$ cat config.mk
export PLATFORM = sky130hd
export DESIGN_NAME = round_robin_burst_arbiter
export DESIGN_NICKNAME = d
export VERILOG_FILES = /design/src/rtl/round_robin_burst_arbiter_pkg.sv /design/src/rtl/Thermometer_Mask.sv /design/src/rtl/lowest_set_bit.sv /design/src/rtl/round_robin_burst_arbiter.sv
export SDC_FILE = /design/constraint.sdc
export NUM_CORES = 1
export LEC_CHECK = 0
export ABC_AREA = 0
export CAP_MARGIN = 0
export CORE_UTILIZATION = 47
export CTS_CLUSTER_DIAMETER = 30
export DETAILED_ROUTE_END_ITERATION = 10
export PLACE_DENSITY = 0.73
export SYNTH_ARGS = -nofsm -noshare
export SYNTH_HDL_FRONTEND = slang
export SYNTH_HIERARCHICAL = 1
export SYNTH_SLANG_ARGS = --single-unit
$ cat constraint.sdc
create_clock -name clock -period 2 [get_ports clock]
set_input_delay 0.4 -clock clock [delete_from_list [all_inputs] [get_ports clock]]
set_output_delay 0.4 -clock clock [all_outputs]
set_load 0.005 [all_outputs]
$ cat src/rtl/round_robin_burst_arbiter_pkg.sv
// Shared state encoding and sizing helper for the round-robin burst arbiter.
package round_robin_burst_arbiter_pkg;

    typedef enum logic {
        ST_IDLE = 1'b0,
        ST_HOLD = 1'b1
    } arb_state_e;

    // Ceiling log2 that never returns less than 1, so counters and indices keep at least one bit.
    function automatic int clog2_min1(input int value);
        int w;
        w = 0;
        while ((1 << w) < value) begin
            w = w + 1;
        end
        if (w < 1) begin
            w = 1;
        end
        return w;
    endfunction

endpackage

$ cat src/rtl/Thermometer_Mask.sv
// Thermometer mask: ones from the lowest set bit of the input upward; all ones when the input is zero.
module Thermometer_Mask #(
    parameter int WIDTH = 4
) (
    input  logic [WIDTH-1:0] onehot_in,
    output logic [WIDTH-1:0] mask_out
);

    logic seen;

    always_comb begin
        seen     = 1'b0;
        mask_out = '1;
        if (|onehot_in) begin
            for (int i = 0; i < WIDTH; i++) begin
                seen        = seen | onehot_in[i];
                mask_out[i] = seen;
            end
        end
    end

endmodule

$ cat src/rtl/lowest_set_bit.sv
// Isolates the lowest set bit of a vector (x & -x); zero in gives zero out.
module lowest_set_bit #(
    parameter int WIDTH = 4
) (
    input  logic [WIDTH-1:0] vec_in,
    output logic [WIDTH-1:0] lsb_out
);

    assign lsb_out = vec_in & (~vec_in + WIDTH'(1));

endmodule

$ cat src/rtl/round_robin_burst_arbiter.sv
// Round-robin arbiter with registered one-hot grants and a bounded burst per holder.
//
// state   | meaning
// --------+-----------------------------------------------------------------
// ST_IDLE | no grant outstanding; next request wins by rotated priority
// ST_HOLD | grant_q owns the resource; burst_count_q counts its cycles
module round_robin_burst_arbiter
    import round_robin_burst_arbiter_pkg::*;
#(
    parameter int WORD_WIDTH = 4,
    parameter int BURST_MAX  = 3
) (
    input  logic                                 clock,
    input  logic                                 reset,
    input  logic [WORD_WIDTH-1:0]                requests,
    output logic [WORD_WIDTH-1:0]                grant,
    output logic                                 grant_valid,
    output logic [clog2_min1(WORD_WIDTH)-1:0]    grant_index
);

    localparam int IDX_W = clog2_min1(WORD_WIDTH);
    localparam int CNT_W = clog2_min1(BURST_MAX + 1);
    localparam logic [CNT_W-1:0] BURST_LIMIT = CNT_W'(BURST_MAX);
    localparam logic [CNT_W-1:0] CNT_ONE     = CNT_W'(1);

    arb_state_e              state_q, state_d;
    logic [WORD_WIDTH-1:0]   grant_q, grant_d;
    logic [WORD_WIDTH-1:0]   last_grant_q, last_grant_d;
    logic                    grant_valid_q, grant_valid_d;
    logic [IDX_W-1:0]        grant_index_q, grant_index_d;
    logic [CNT_W-1:0]        burst_count_q, burst_count_d;

    logic [WORD_WIDTH-1:0]   therm_mask;
    logic [WORD_WIDTH-1:0]   prio_mask;
    logic [WORD_WIDTH-1:0]   masked_req;
    logic [WORD_WIDTH-1:0]   cand_masked;
    logic [WORD_WIDTH-1:0]   cand_any;
    logic [WORD_WIDTH-1:0]   cand;
    logic                    holder_req;
    logic                    others_pending;
    logic                    burst_open;

    Thermometer_Mask #(.WIDTH(WORD_WIDTH)) u_therm (
        .onehot_in (last_grant_q),
        .mask_out  (therm_mask)
    );

    // Only bits strictly above the last winner get first pick; the unmasked search handles wrap-around.
    assign prio_mask  = therm_mask & ~last_grant_q;
    assign masked_req = requests & prio_mask;

    lowest_set_bit #(.WIDTH(WORD_WIDTH)) u_lsb_masked (
        .vec_in  (masked_req),
        .lsb_out (cand_masked)
    );

    lowest_set_bit #(.WIDTH(WORD_WIDTH)) u_lsb_any (
        .vec_in  (requests),
        .lsb_out (cand_any)
    );

    assign cand           = (|masked_req) ? cand_masked : cand_any;
    assign holder_req     = |(requests & grant_q);
    assign others_pending = |(requests & ~grant_q);
    assign burst_open     = (BURST_MAX == 0) || (burst_count_q < BURST_LIMIT);

    always_comb begin
        state_d       = state_q;
        grant_d       = grant_q;
        burst_count_d = burst_count_q;

        if (state_q == ST_IDLE) begin
            if (|requests) begin
                state_d       = ST_HOLD;
                grant_d       = cand;
                burst_count_d = CNT_ONE;
            end
        end else begin
            if (!holder_req) begin
                if (others_pending) begin
                    grant_d       = cand;
                    burst_count_d = CNT_ONE;
                end else begin
                    state_d       = ST_IDLE;
                    grant_d       = '0;
                    burst_count_d = '0;
                end
            end else if (burst_open) begin
                if (BURST_MAX != 0) begin
                    burst_count_d = burst_count_q + CNT_ONE;
                end
            end else if (others_pending) begin
                // The holder sits at the bottom of the rotated priority, so cand is always someone else.
                grant_d       = cand;
                burst_count_d = CNT_ONE;
            end
        end

        last_grant_d  = (|grant_d) ? grant_d : last_grant_q;
        grant_valid_d = |grant_d;

        grant_index_d = '0;
        for (int i = 0; i < WORD_WIDTH; i++) begin
            if (grant_d[i]) begin
                grant_index_d = grant_index_d | IDX_W'(i);
            end
        end
    end

    always_ff @(posedge clock or posedge reset) begin
        if (reset) begin
            state_q       <= ST_IDLE;
            grant_q       <= '0;
            last_grant_q  <= '0;
            grant_valid_q <= 1'b0;
            grant_index_q <= '0;
            burst_count_q <= '0;
        end else begin
            state_q       <= state_d;
            grant_q       <= grant_d;
            last_grant_q  <= last_grant_d;
            grant_valid_q <= grant_valid_d;
            grant_index_q <= grant_index_d;
            burst_count_q <= burst_count_d;
        end
    end

    assign grant       = grant_q;
    assign grant_valid = grant_valid_q;
    assign grant_index = grant_index_q;

endmodule

==> impl_metrics.toml, run 1 <==
[run_status]
status = "finished with violations"
violations = "setup timing"

[critical_path]
path_depth = 9
end_kind = "flip-flop"
crit_path_max_fanout = 4
path_delay_family = "simple AND/OR/NAND/NOR gates"
cp_num_buf_inv = 2
start_kind = "flip-flop"
crit_end = "last_grant_q[2]"
rr_worst_depth = 9
crit_arrival_ns = 2.23
required_ns = 2.17
reg2reg_slack_ns = -0.05
critical_path_class = "reg2reg"
crit_path_top_delay_cell = "dfrtp_1"
cp-startpoint = "last_grant_q[1]"
r2r_start = "last_grant_q[1]"
rr_endpoint = "last_grant_q[2]"
crit_path_cell_trace = "nor3_1 -> or2_1 -> and3b_2 -> nand4bb_4 -> buf_4 -> mux2i_1 -> a2bb2oi_2 -> inv_2 -> o41ai_2"
cpPeakStageDelay_ns = 0.41

[die]
die_h_um = 46.15
core_area_um2 = 1783
io_pins = 13
fp.dieW_um = 46.15
initial_core_util = 0.5137
rows = 15
die_area_um2 = 2129

[synth]
netlist_area_um2 = 915.9
synth_fp_nets = 90
netlist_top_cells_count = "14 x dfrtp_1, 7 x inv_1, 6 x nor2b_1"
synth_mux_area_frac = 0.06694
synth_top_family_by_area = "simple AND/OR/NAND/NOR gates"
synthDistinctLibCells = 36
synth-edff-count = 0
synth_cells = 82
yosys.area.top_type = "dfrtp_1"
synthXorXnorAreaFrac = 0
syn_avg_cell_area_um2 = 11.17
synth.most_common_cell = "dfrtp_1"
synth.top_cell.area_share = 0.3825
async_flop_share = 1.000
synth.ff_latch_count = 14
synth_area_leaders = "dfrtp_1 38%, mux2i_1 5.5%, a2bb2oi_2 4.9%"
ys_dominant_reg_cell = "dfrtp_1"
synthAdderAreaFrac = 0.02732
synth_compound_area_frac = 0.2213
ys_seq_area_frac = 0.3825
ys_warn_count = 6
synthSimpleGateAreaFrac = 0.2268

[clock_network]
numClockSinks = 14
clk_pin_slew_ns = 0.08
cts_tree = "built"
cts_root_buf = "clkbuf_4"
insertion_delay_ns = 0.27
cts_buffer_depth = 2
cts_hold_buf = 0
cts_made_buffers = 3
h-tree-depth = 1

[pwr]
internal_power_mw = 1.282
finalPower_mw = 1.995
p_leak_nw = 0.6512
power_switching_mw = 0.7136
power_frac_comb = 0.647
p_clk_frac = 0.097
peakVddDrop_v = 0.0009068
swShare = 0.3576
pwr-share-seq = 0.256
cellPowerDensity_nw_per_um2 = 1515

[timing]
finalSetupViolations = 6
min_period_ns = 2.053
hold_viol = 0
slew_viol_final = 0
period_share = 1.027
tns_ns = -0.1867
clock.fmax_ghz = 0.4870
grt_setup_unrepaired = "yes"
clock-skew-final_ns = 0.0004432
setup_ws_ns = -0.05345

[grt]
overflow = 0
grt_pass1_vias = 769
grt_use_total = 0.2199
grt_pass1_wl_um = 3318
grt_max_degree = 15
antenna_found_initial = 0

[drt]
vias = 742
routed_wirelength_um = 2011
ant_nets = 0
detail_route.wl_per_cell_um = 13.97
drt_iter0_drc = 21
viasPerCell = 5.153
drc = 0
first_pass_iters = 4

[placed_design]
portBuffers = 12
post-place-ws_ns = -0.5650
place_inst = 136
gp_congestion = 0.8627
dp_hpwl_um = 1490

[min_path]
hp-class = "in2async"

[finish]
fin_util = 0.7389
stdcell_count = 144
finalNetCount = 128
areaGrowthSynthToFinish_pct = 43.85
diodes = 0
drive_gt1_frac = 0.4370

[job]
maxCapViolCount = 0
cells in the final DEF (no fill, tap or decap), drive strengths merged, types with 2 or more instances in the layout:
master,netlist,routed
a41o,3,3
nand2,3,3
buf,3,25
inv,10,10
o41ai,2,2
dlygate4sd2,0,4
mux2i,5,5
clkdlybuf4s50,0,8
nor4b,2,2
nor3b,2,2
nor2,2,2
and3b,2,2
nor2b,6,6
ha,2,2
clkbuf,1,4
dfrtp,14,14
nand3b,3,3
a22oi,2,2
a2bb2oi,4,4
worst reg2reg max path, cell delays in order (launching register included):
cell and delay, ns:
dfrtp_1 0.41, nor3_1 0.06, or2_1 0.19, and3b_2 0.20, nand4bb_4 0.20, buf_4 0.17, mux2i_1 0.19, a2bb2oi_2 0.20
inv_2 0.07, o41ai_2 0.26
sequential cells by signal, indices dropped and copies added (netlist names):
name	flops
grant	4
grant_valid	1
last_grant_q	4
grant_index	2
burst_count_q	2
state_q	1
logic make-up after synthesis:
| logic type | Yosys count |
|---|---|
| adder cells (fa/ha/maj) | 2 |
| AND/OR/NAND/NOR | 28 |
| AO/OA/AOI/OAI | 17 |
| other | 1 |
| buffers and inverters | 14 |
| multiplexers | 6 |
| flip-flops | 14 |
power by group through the flow:
stage	combinational (mW)	sequential, mW	clock, mW
after floorplan	0.715	0.497	0
after global placement	1.12	0.504	0
after detailed placement	1.15	0.503	0
after CTS	1.25	0.504	0.199
after global routing	1.41	0.522	0.210
final	1.29	0.512	0.193
metrics by stage:
stage | cell area, um^2 | hold slack [ns]
floorplan | 938.4 | 0.2892
global placement | 1211 | 0.5336
CTS | 1295 | 0.4570
detailed placement | 1211 | 0.5461
finish | 1318 | 0.4481
global route | 1318 | 0.5066
routing by layer:
layer  wire, um  up-vias  track usage
li1           -      373            -
met1        919      352       0.2822
met2       1055       15       0.3803
met3         26        2      0.01569
met4         10        0      0.08824
met5          0        -            0
layout make-up:
| type | instances | area (um^2) |
|---|---|---|
| inverters | 10 | 37.54 |
| repair buffers | 37 | 306.5 |
| flip-flops and latches | 14 | 350.3 |
| fillers | 121 | 465.4 |
| multi-input cells | 54 | 555.5 |
| clock buffers | 4 | 36.28 |
| well taps | 25 | 31.28 |
repair_timing:
| action | CTS | global route |
|---|---|---|
| buffers inserted | 5 | 0 |
| setup endpoints to repair | 11 | 9 |
| pin swaps | 9 | 3 |
| resized for setup | 9 | 4 |
worst min path at each step:
stage / start / endpoint / slack (ns) / depth (start not counted)
final: reset / grant_index[0] / 0.45 / 2
after global placement: burst_count_q[0] / burst_count_q[0] / 0.53 / 1
after global routing: reset / grant_index[0] / 0.51 / 2
after CTS: reset / grant_index[0] / 0.46 / 2
after detailed placement: burst_count_q[0] / burst_count_q[0] / 0.55 / 1
after floorplan: reset / burst_count_q[0] / 0.29 / 1
(Power assumes the default switching activity.)
==> run 2: changes to the inputs <==
--- a/config.mk
+++ b/config.mk
@@ -8,7 +8,7 @@
 export ABC_AREA = 0
 export CAP_MARGIN = 0
 export CORE_UTILIZATION = 47
-export CTS_CLUSTER_DIAMETER = 30
+export CTS_CLUSTER_DIAMETER = 200
 export DETAILED_ROUTE_END_ITERATION = 10
 export PLACE_DENSITY = 0.73
 export SYNTH_ARGS = -nofsm -noshare
==> results of run 2 <==
Final layout, timing and power as in run 1 (identical DEF).
